[config.mk]
export PLATFORM = sky130hd
export DESIGN_NAME = uart_tx_fifo
export DESIGN_NICKNAME = d
export VERILOG_FILES = /design/src/rtl/uart_pkg.sv /design/src/rtl/uart_sync_fifo.sv /design/src/rtl/uart_tx_fifo.sv
export SDC_FILE = /design/constraint.sdc
export NUM_CORES = 1
export LEC_CHECK = 0
export ABC_AREA = 1
export BUFFER_PORTS_ARGS = -buffer_cell sky130_fd_sc_hd__buf_2
export CELL_PAD_IN_SITES_DETAIL_PLACEMENT = 0
export CELL_PAD_IN_SITES_GLOBAL_PLACEMENT = 2
export CORE_UTILIZATION = 35
export DETAILED_ROUTE_END_ITERATION = 12
export HOLD_SLACK_MARGIN = 0.02
export PLACE_DENSITY = 0.77
export RECOVER_POWER = 100
export SLEW_MARGIN = 20
export SYNTH_ARGS = -nofsm -noshare
export SYNTH_HDL_FRONTEND = slang
export SYNTH_SLANG_ARGS = --single-unit
[constraint.sdc]
create_clock -name i_clk -period 2.2 [get_ports i_clk]
set_input_delay 0.44 -clock i_clk [delete_from_list [all_inputs] [get_ports i_clk]]
set_output_delay 0.44 -clock i_clk [all_outputs]
set_load 0.01 [all_outputs]
[src/rtl/uart_pkg.sv]
// Shared encodings and elaboration helpers for the UART transmitter family.
package uart_pkg;

  typedef enum logic [1:0] {
    UART_PAR_NONE = 2'd0,
    UART_PAR_ODD  = 2'd1,
    UART_PAR_EVEN = 2'd2,
    UART_PAR_MARK = 2'd3
  } uart_par_e;

  typedef enum logic [2:0] {
    ST_IDLE,
    ST_START,
    ST_DATA,
    ST_PARITY,
    ST_STOP
  } uart_state_e;

  function automatic int unsigned uart_div(input int unsigned clk_hz, input int unsigned baud);
    return clk_hz / baud;
  endfunction

  function automatic int unsigned uart_cnt_width(input int unsigned div);
    return (div <= 2) ? 1 : $clog2(div);
  endfunction

endpackage

[src/rtl/uart_sync_fifo.sv]
// Single-clock first-word-fall-through FIFO with registered full/empty/level.
module uart_sync_fifo #(
  parameter int unsigned P_WIDTH = 8,
  parameter int unsigned P_DEPTH = 16
) (
  input  logic                           i_clk,
  input  logic                           i_rst_n,
  input  logic                           i_push,
  input  logic [P_WIDTH-1:0]             i_data,
  input  logic                           i_pop,
  output logic [P_WIDTH-1:0]             o_data,
  output logic                           o_full,
  output logic                           o_empty,
  output logic [$clog2(P_DEPTH+1)-1:0]   o_level
);

  localparam int unsigned AW = $clog2(P_DEPTH);
  localparam int unsigned LW = $clog2(P_DEPTH + 1);
  localparam logic [LW-1:0] LVL_ONE  = LW'(1);
  localparam logic [LW-1:0] LVL_FULL = LW'(P_DEPTH);
  localparam logic [AW-1:0] PTR_ONE  = AW'(1);

  logic [P_WIDTH-1:0] mem_q [P_DEPTH];
  logic [AW-1:0]      wr_ptr_q, rd_ptr_q;
  logic [LW-1:0]      level_q, level_d;
  logic               full_q, empty_q;
  logic               do_push, do_pop;

  assign do_push = i_push & ~full_q;
  assign do_pop  = i_pop & ~empty_q;

  always_comb begin
    level_d = level_q;
    if (do_push && !do_pop) begin
      level_d = level_q + LVL_ONE;
    end else if (do_pop && !do_push) begin
      level_d = level_q - LVL_ONE;
    end
  end

  always_ff @(posedge i_clk or negedge i_rst_n) begin
    if (!i_rst_n) begin
      wr_ptr_q <= '0;
      rd_ptr_q <= '0;
      level_q  <= '0;
      full_q   <= 1'b0;
      empty_q  <= 1'b1;
    end else begin
      if (do_push) wr_ptr_q <= wr_ptr_q + PTR_ONE;
      if (do_pop)  rd_ptr_q <= rd_ptr_q + PTR_ONE;
      level_q <= level_d;
      full_q  <= (level_d == LVL_FULL);
      empty_q <= (level_d == '0);
    end
  end

  always_ff @(posedge i_clk) begin
    if (do_push) mem_q[wr_ptr_q] <= i_data;
  end

  assign o_data  = mem_q[rd_ptr_q];
  assign o_full  = full_q;
  assign o_empty = empty_q;
  assign o_level = level_q;

endmodule

[src/rtl/uart_tx_fifo.sv]
// Buffered UART transmitter: baud-timed framing, per-frame parity/stop config,
// back-to-back frames from the FIFO and idle line-break generation.
module uart_tx_fifo
  import uart_pkg::*;
#(
  parameter int unsigned P_SYSTEM_CLK      = 50_000_000,
  parameter int unsigned P_UART_BAUDRATE   = 115200,
  parameter int unsigned P_UART_DATA_WIDTH = 8,
  parameter int unsigned P_FIFO_DEPTH      = 16
) (
  input  logic                                i_clk,
  input  logic                                i_rst_n,
  input  logic [P_UART_DATA_WIDTH-1:0]        i_user_tx_data,
  input  logic                                i_user_tx_valid,
  output logic                                o_user_tx_ready,
  input  logic [1:0]                          i_cfg_parity,
  input  logic                                i_cfg_stop2,
  input  logic                                i_break,
  output logic                                o_uart_tx,
  output logic                                o_busy,
  output logic [$clog2(P_FIFO_DEPTH+1)-1:0]   o_fifo_level
);

  localparam int unsigned DW  = P_UART_DATA_WIDTH;
  localparam int unsigned DIV = uart_div(P_SYSTEM_CLK, P_UART_BAUDRATE);
  localparam int unsigned CW  = uart_cnt_width(DIV);
  localparam logic [CW-1:0] BAUD_LAST = CW'(DIV - 1);
  localparam logic [CW-1:0] BAUD_ONE  = CW'(1);
  localparam logic [3:0]    BIT_LAST  = 4'(DW - 1);

  uart_state_e   state_q, state_d;
  logic [CW-1:0] baud_q, baud_d;
  logic [3:0]    bit_q, bit_d;
  logic [DW-1:0] shift_q, shift_d;
  logic          par_en_q, par_en_d;
  logic          par_bit_q, par_bit_d;
  logic          stop2_q, stop2_d;
  logic          tx_q, tx_d;

  logic          fifo_pop, fifo_full, fifo_empty;
  logic [DW-1:0] fifo_data;
  logic          baud_end, can_start, load, new_par_bit;

  uart_sync_fifo #(
    .P_WIDTH (DW),
    .P_DEPTH (P_FIFO_DEPTH)
  ) u_fifo (
    .i_clk   (i_clk),
    .i_rst_n (i_rst_n),
    .i_push  (i_user_tx_valid),
    .i_data  (i_user_tx_data),
    .i_pop   (fifo_pop),
    .o_data  (fifo_data),
    .o_full  (fifo_full),
    .o_empty (fifo_empty),
    .o_level (o_fifo_level)
  );

  assign baud_end  = (baud_q == BAUD_LAST);
  assign can_start = ~fifo_empty & ~i_break;

  always_comb begin
    case (uart_par_e'(i_cfg_parity))
      UART_PAR_ODD:  new_par_bit = ~^fifo_data;
      UART_PAR_EVEN: new_par_bit = ^fifo_data;
      default:       new_par_bit = 1'b1;
    endcase
  end

  always_comb begin
    state_d   = state_q;
    baud_d    = baud_q;
    bit_d     = bit_q;
    shift_d   = shift_q;
    par_en_d  = par_en_q;
    par_bit_d = par_bit_q;
    stop2_d   = stop2_q;
    tx_d      = tx_q;
    load      = 1'b0;
    fifo_pop  = 1'b0;

    if (state_q == ST_IDLE) begin
      baud_d = '0;
    end else begin
      baud_d = baud_end ? '0 : baud_q + BAUD_ONE;
    end

    unique case (state_q)
      ST_IDLE: begin
        tx_d = ~i_break;
        // A low tx_q here means break was just released: give the line one high cycle first.
        if (can_start && tx_q) load = 1'b1;
      end
      ST_START: begin
        if (baud_end) begin
          state_d = ST_DATA;
          bit_d   = '0;
          tx_d    = shift_q[0];
        end
      end
      ST_DATA: begin
        if (baud_end) begin
          if (bit_q == BIT_LAST) begin
            bit_d = '0;
            if (par_en_q) begin
              state_d = ST_PARITY;
              tx_d    = par_bit_q;
            end else begin
              state_d = ST_STOP;
              tx_d    = 1'b1;
            end
          end else begin
            bit_d   = bit_q + 4'd1;
            shift_d = shift_q >> 1;
            tx_d    = shift_q[1];
          end
        end
      end
      ST_PARITY: begin
        if (baud_end) begin
          state_d = ST_STOP;
          bit_d   = '0;
          tx_d    = 1'b1;
        end
      end
      ST_STOP: begin
        if (baud_end) begin
          if (stop2_q && bit_q == 4'd0) begin
            bit_d = 4'd1;
          end else begin
            bit_d = '0;
            if (can_start) begin
              load = 1'b1;
            end else begin
              state_d = ST_IDLE;
              tx_d    = 1'b1;
            end
          end
        end
      end
      default: state_d = ST_IDLE;
    endcase

    if (load) begin
      fifo_pop  = 1'b1;
      shift_d   = fifo_data;
      par_en_d  = (uart_par_e'(i_cfg_parity) != UART_PAR_NONE);
      par_bit_d = new_par_bit;
      stop2_d   = i_cfg_stop2;
      bit_d     = '0;
      state_d   = ST_START;
      tx_d      = 1'b0;
    end
  end

  always_ff @(posedge i_clk or negedge i_rst_n) begin
    if (!i_rst_n) begin
      state_q   <= ST_IDLE;
      baud_q    <= '0;
      bit_q     <= '0;
      shift_q   <= '0;
      par_en_q  <= 1'b0;
      par_bit_q <= 1'b0;
      stop2_q   <= 1'b0;
      tx_q      <= 1'b1;
    end else begin
      state_q   <= state_d;
      baud_q    <= baud_d;
      bit_q     <= bit_d;
      shift_q   <= shift_d;
      par_en_q  <= par_en_d;
      par_bit_q <= par_bit_d;
      stop2_q   <= stop2_d;
      tx_q      <= tx_d;
    end
  end

  assign o_uart_tx       = tx_q;
  assign o_busy          = (state_q != ST_IDLE);
  assign o_user_tx_ready = ~fifo_full;

endmodule

After elaboration in Yosys (flattened, before gate mapping):

Memories as Yosys holds them, arrays and structs flattened.
Cells that the tools add are included.

* latch bits: 0
* bits in registers: 43
* memories: 1
* ROM bits: 0
* memory bits (writable): 128
* output and inout bits: 8

Memories
* u_fifo.mem_q: depth 16, width 8, read ports 1, clocked after memory_dff 0, wr ports 1, line uart_sync_fifo.sv:23 `logic [P_WIDTH-1:0] mem_q [P_DEPTH];`

* bitwise operators: 6
* reductions and logical operators: 22
* divide/modulo/power cells: 0
* multiplexer cells: 44
* $mul: 0
* add/sub/neg operators: 6
* shifts and indexed selects: 0
* $lt $le $gt $ge: 0
* eq/ne operators: 19

Operator list (number)
* 8-bit 2-to-1 mux: 4
* 3-bit 2-to-1 mux: 9
* 3-bit inequality test, second input constant: 7
* 4-bit 2-to-1 mux: 5
* 9-bit 2-to-1 mux: 2
* 1-bit 2-to-1 mux: 17
* 3-bit case mux with 5 select lines: 1
* 4-bit by 1-bit adder with 4-bit output, second input constant: 3
* 4-bit case mux with 3 select lines: 1
* 5-bit 2-to-1 mux: 2
* 9-bit by 1-bit adder with 9-bit output, second input constant: 1
* 9-bit == test, second input constant: 1
* 8-bit AND reduction: 1
* 8-bit XNOR reduction: 1
* 8-bit parity: 1
* 7-bit AND reduction: 1
* 3-bit by 2-bit == test with 1-bit output, second input constant: 2
* 2-bit nonzero test: 3
* 6-bit nonzero test: 1
* 5-bit by 1-bit adder with 5-bit output, second input constant: 1
* 5-bit == test, second input constant: 1
* 5-bit zero test: 1
* 1-bit case mux with 5 select lines: 1
* 5-bit by 1-bit subtractor with 5-bit output, second input constant: 1
* other kinds (19): 29

Depth between registers and ports, before layout:

* word-level depth: 12
* depth in mapped cells: 21
* gate-level depth less buffers: 19

Modules after synthesis:

Synthesis repeated with hierarchy kept, for this count alone.

* cells, all modules: 754
* area, all modules: 7751.2 sq um

Modules (own cells, without submodules)
* uart_sync_fifo: instances 1, sequential area each 4220.3 sq um, cells an instance 496, area each 5955.7 sq um
* uart_tx_fifo: instances 1, sequential area each 701.9 sq um, cells an instance 258, area each 1795.5 sq um

Worst setup path after synthesis:

Ideal clock, no wire load.

* kind: register -> register
* start: register u_fifo.rd_ptr_q[0]
* end: register par_bit_q
* arrival time: 1.691 ns
* stages on the path, launching flop included: 20
* slack: 0.396 ns
* data required time: 2.087 ns
* cells stage by stage: dfrtp_1 buf_6 buf_6 buf_6 nand2_1 nand2_1 nand2_1 nand3_1 nand3_1 nand2_1 nand2_1 inv_1 nor2_1 nand2_1 nand2_1 nand2_1 nand3_1 nand3_1 nand2_1 inv_1

* longest elaborated chain between the ends: 3

Ends and longest elaborated chain
* start: declaration: line uart_sync_fifo.sv:24 `logic [AW-1:0] wr_ptr_q, rd_ptr_q;`
* start signal: assignment: line uart_sync_fifo.sv:50 `if (do_pop) rd_ptr_q <= rd_ptr_q + PTR_ONE;`
* memory 16 x 8 bit (*)
* 8-bit parity / 8-bit XNOR reduction (equally long branches): line uart_tx_fifo.sv:65, uart_tx_fifo.sv:64
* 1-bit case mux with 2 select lines (*): line uart_tx_fifo.sv:63 `case (uart_par_e'(i_cfg_parity))`
* end signal: assignment: line uart_tx_fifo.sv:172 `par_bit_q <= par_bit_d;`
* end: declaration: line uart_tx_fifo.sv:36 `logic par_bit_q, par_bit_d;`

Every way passes the cells marked *; elsewhere a longest branch is shown, timed or not.
A chain may end at the register's enable or synchronous reset.

Worst setup path after layout:

Ends and elaborated chain as after synthesis.

==> summary.txt <==
Detailed routing
  • Metal2 WL: 9730 µm
  • Met3 WL post-DR: 721 µm
  • Wirelength, routed: 20600 µm
  • Starting DRT DRC Count: around 390
  • Post-route DRC: 0
  • Metal1 wirelength: 9830 µm
  • Uppermost layer routed: met4
  • Drt wl/cell: around 17 µm
  • Pre-antenna DRT Iters: 5
  • Vias/cell: 4.78
  • DRT antenna net count: 0
  • Routed vias: 5767

STA
  • Hold Fails Final Rpt: 0
  • FMAX: around 470 MHz
  • Worst slew pin tran: 1.14 ns
  • Fin Hold WS: roughly 0.20 ns
  • Period minus WS final: 2.11 ns
  • Worst slew margin: 24.1%
  • Period utilization: between 90% and 100%
  • TNS Setup: 0 ns
  • Slew Viols, Final: 0
  • Setup slack after layout: 0.0901 ns
  • Final setup vio count: 0
  • Clk_skew: 0.0121 ns

Synth
  • Cell area after synthesis: 8000 µm²
  • Unique masters post-synth: 37
  • Post-synthesis net count: between 800 and 900
  • Mux cell area share after synthesis: 0%
  • Combinational family with the most area after synthesis: simple AND/OR/NAND/NOR gates
  • Synthesized area per cell: 9.53 µm²
  • Ys Warns: 0
  • Post-synthesis register bit count: roughly 170
  • Synth Instances: 839
  • XOR/XNOR Fraction of Synth Area: under 10%
  • Synth Area in Compound Gates: 3.19%
  • Adder-Cell Fraction of Synth Area: 2.19%
  • Seq/Total Area, Yosys: between 60% and 70%
  • Post-synthesis simple-gate area fraction: 23.0%

Setup path
  • FF-to-FF End: par_bit_q
  • RR Startpoint: u_fifo.rd_ptr_q[0]
  • R2R Setup Slk: 0.09 ns
  • Crit Path Max Fanout: 11
  • Worst r2r path cells: 16
  • Req. time, crit path: 2.54 ns
  • Crit start category: register
  • Arr. time, crit path: 2.45 ns
  • Kind of end point of the critical path: register
  • Crit Path Class: register to register

Place
  • Post-place setup slack: 0.103 ns
  • Global placement routability congestion: between 0.7 and 0.8
  • PortBufs: 22
  • Post-placement cell area: 8740 µm²
  • Final HPWL from detailed placement: 13300 µm
  • Placed Cells: between 1000 and 1500

Cells and area
  • Synth-to-Final Area Change: 20.0%
  • Share of layout cells above drive strength 1: 15.9%
  • Most frequent cells in the layout: 243 x nand2_1, 128 x edfxtp_1, 115 x inv_1, 79 x nand3_1, 58 x nor2_1
  • Final Net Count: about 940
  • Fillers: 2136
  • Fin util: 43.4%
  • Commonest non-fill, non-tap cell in the layout: nand2_1
  • Final instance area: 9590 µm²
  • Finished Layout Cells: between 1000 and 1500
  • ANT cells: 0

Pwr
  • Cell area power density: around 830 nW/µm²
  • Final Power: 7.97 mW
  • Cell leakage power: approximately 4.2 nW
  • Maximum vdd drop: approximately 0.00048 V

Clocking
  • H-tree depth: 4
  • CTS Buf Count: 17
  • Reg clk slew, reported paths: approximately 0.07 ns
  • Clk_lat worst skew: 0.44 ns
  • Clk sink count: 171
  • Clock buffer depth: 2
  • CTS tree: yes
  • CTS root buf: clkbuf_16

Min path
  • Hold Startpoint: i_cfg_stop2
  • Hold Path End: stop2_q
  • Worst min path class: input pin to register
  • WHS Path Cells: 3

Floorplan
  • Io pins: 23
  • Die Height: 153 µm
  • Initial Utilization: 36.2%
  • Site Rows: 54
  • Die ar.: around 23000 µm²
  • Core ar.: ~22000 µm²
  • Die width: 153 µm

GRT
  • First-pass GRT wire length: 31800 µm
  • Total gr overflow: 0
  • Overall Global Routing Usage: 18.1%
  • Number of global-route vias before repair: ~5700
  • Initial antenna violation count: 0
  • Largest net degree at the start of global routing: 47

Status
  • Status: complete, no violations

Job
  • Max-Cap Viols: 0
==> metal layers <==
layer	up-vias	track usage, %
li1	2856	-
met1	2785	24.6
met2	98	29.0
met3	28	3.09
met4	0	6.40
met5	-	0
==> sequential cells by signal, indices dropped and copies added, names as in the netlist <==
| register | flops |
|---|---|
| baud_q | 9 |
| bit_q | 4 |
| o_uart_tx | 1 |
| par_bit_q | 1 |
| par_en_q | 1 |
| shift_q | 8 |
| state_q | 3 |
| stop2_q | 1 |
| u_fifo.mem_q | 128 |
| u_fifo.o_empty | 1 |
| u_fifo.o_full | 1 |
| u_fifo.o_level | 5 |
| u_fifo.rd_ptr_q | 4 |
| u_fifo.wr_ptr_q | 4 |
==> worst max-delay path by stage <==
stage | slack [ns] | to | depth (start not counted) | startpoint
5_1_grt | -0.02 | par_bit_q | 17 | u_fifo.rd_ptr_q[0]
3_3_place_gp | 0.12 | par_bit_q | 17 | u_fifo.rd_ptr_q[0]
6_report | 0.09 | par_bit_q | 16 | u_fifo.rd_ptr_q[0]
4_1_cts | 0.1 | par_bit_q | 17 | u_fifo.rd_ptr_q[0]
2_1_floorplan | 0.40 | par_bit_q | 19 | u_fifo.rd_ptr_q[0]
3_5_place_dp | 0.10 | par_bit_q | 17 | u_fifo.rd_ptr_q[0]
==> cells in the mapped netlist <==
cell type / instances / area, µm²
o21ai_1: 10 / 50.1
nand2_1: 259 / 972
or2_0: 1 / 6.26
clkinv_1: 1 / 3.75
dfstp_2: 2 / 52.6
buf_4: 2 / 15.0
nor3_1: 4 / 20.0
o221ai_1: 3 / 26.3
edfxtp_1: 128 / 3840
nor3b_1: 1 / 7.51
buf_1: 1 / 3.75
clkinv_2: 1 / 5.00
o21bai_1: 1 / 7.51
ha_1: 14 / 175
nand2_2: 3 / 18.8
nand4_1: 2 / 12.5
nor2_2: 1 / 6.26
nand2_4: 2 / 22.5
o21ai_0: 11 / 55.1
buf_6: 5 / 56.3
xor2_1: 14 / 123
clkbuf_1: 2 / 7.51
inv_1: 116 / 435
nand3_2: 3 / 30.0
a31oi_1: 2 / 12.5
dfrtp_1: 41 / 1030
buf_2: 17 / 85.1
or2_2: 1 / 6.26
nand3_1: 97 / 485
a21oi_1: 9 / 45.0
o311ai_0: 1 / 8.76
xnor2_1: 3 / 26.3
nor4_4: 1 / 21.3
inv_2: 9 / 33.8
inv_4: 1 / 6.26
o22ai_1: 8 / 50.1
nor2_1: 62 / 233
==> layout make-up <==
| cell class | count | area (µm²) | share of cell area, % |
|---|---|---|---|
| Clock buffer | 20 | 437 | 4.55 |
| Inverter | 128 | 489 | 5.10 |
| Multi-Input combinational cell | 513 | 2580 | 26.9 |
| Clock inverter | 12 | 139 | 1.45 |
| Tap cell | 280 | 350 | 3.65 |
| Timing Repair Buffer | 83 | 672 | 7.00 |
| Sequential cell | 171 | 4920 | 51.3 |
==> where the power goes <==
group | internal, mW | switching [mW]
clock network | 1.69 | 1.30
logic | 0.306 | 0.718
registers | 3.82 | 0.138
==> critical path, cell delays in order, from the launching register on <==
cell and delay, ns:
dfrtp_2 0.48, inv_8 0.11, buf_6 0.13, buf_12 0.13, nand2_1 0.05, nand3_1 0.07, nand3_1 0.11, nand3_1 0.15
nand2_2 0.11, xnor2_1 0.21, nand2_1 0.09, nand2_2 0.08, nand2_1 0.05, nand3_1 0.07, nand3_1 0.07, nand2_1 0.06
inv_1 0.03
==> logic make-up after synthesis <==
group / after synthesis
simple gates: 437
flops: 171
xor+xnor: 17
buf+inv: 155
compound gates: 45
fa+ha+maj: 14
==> timing repair <==
action	CTS	global route
setup buffers	0	7
endpoints found under the setup margin	0	1
hold buffers	1	0
endpoints found under the hold margin	41	0
gates resized for setup	0	62
Power figures use the tool's default switching activity.
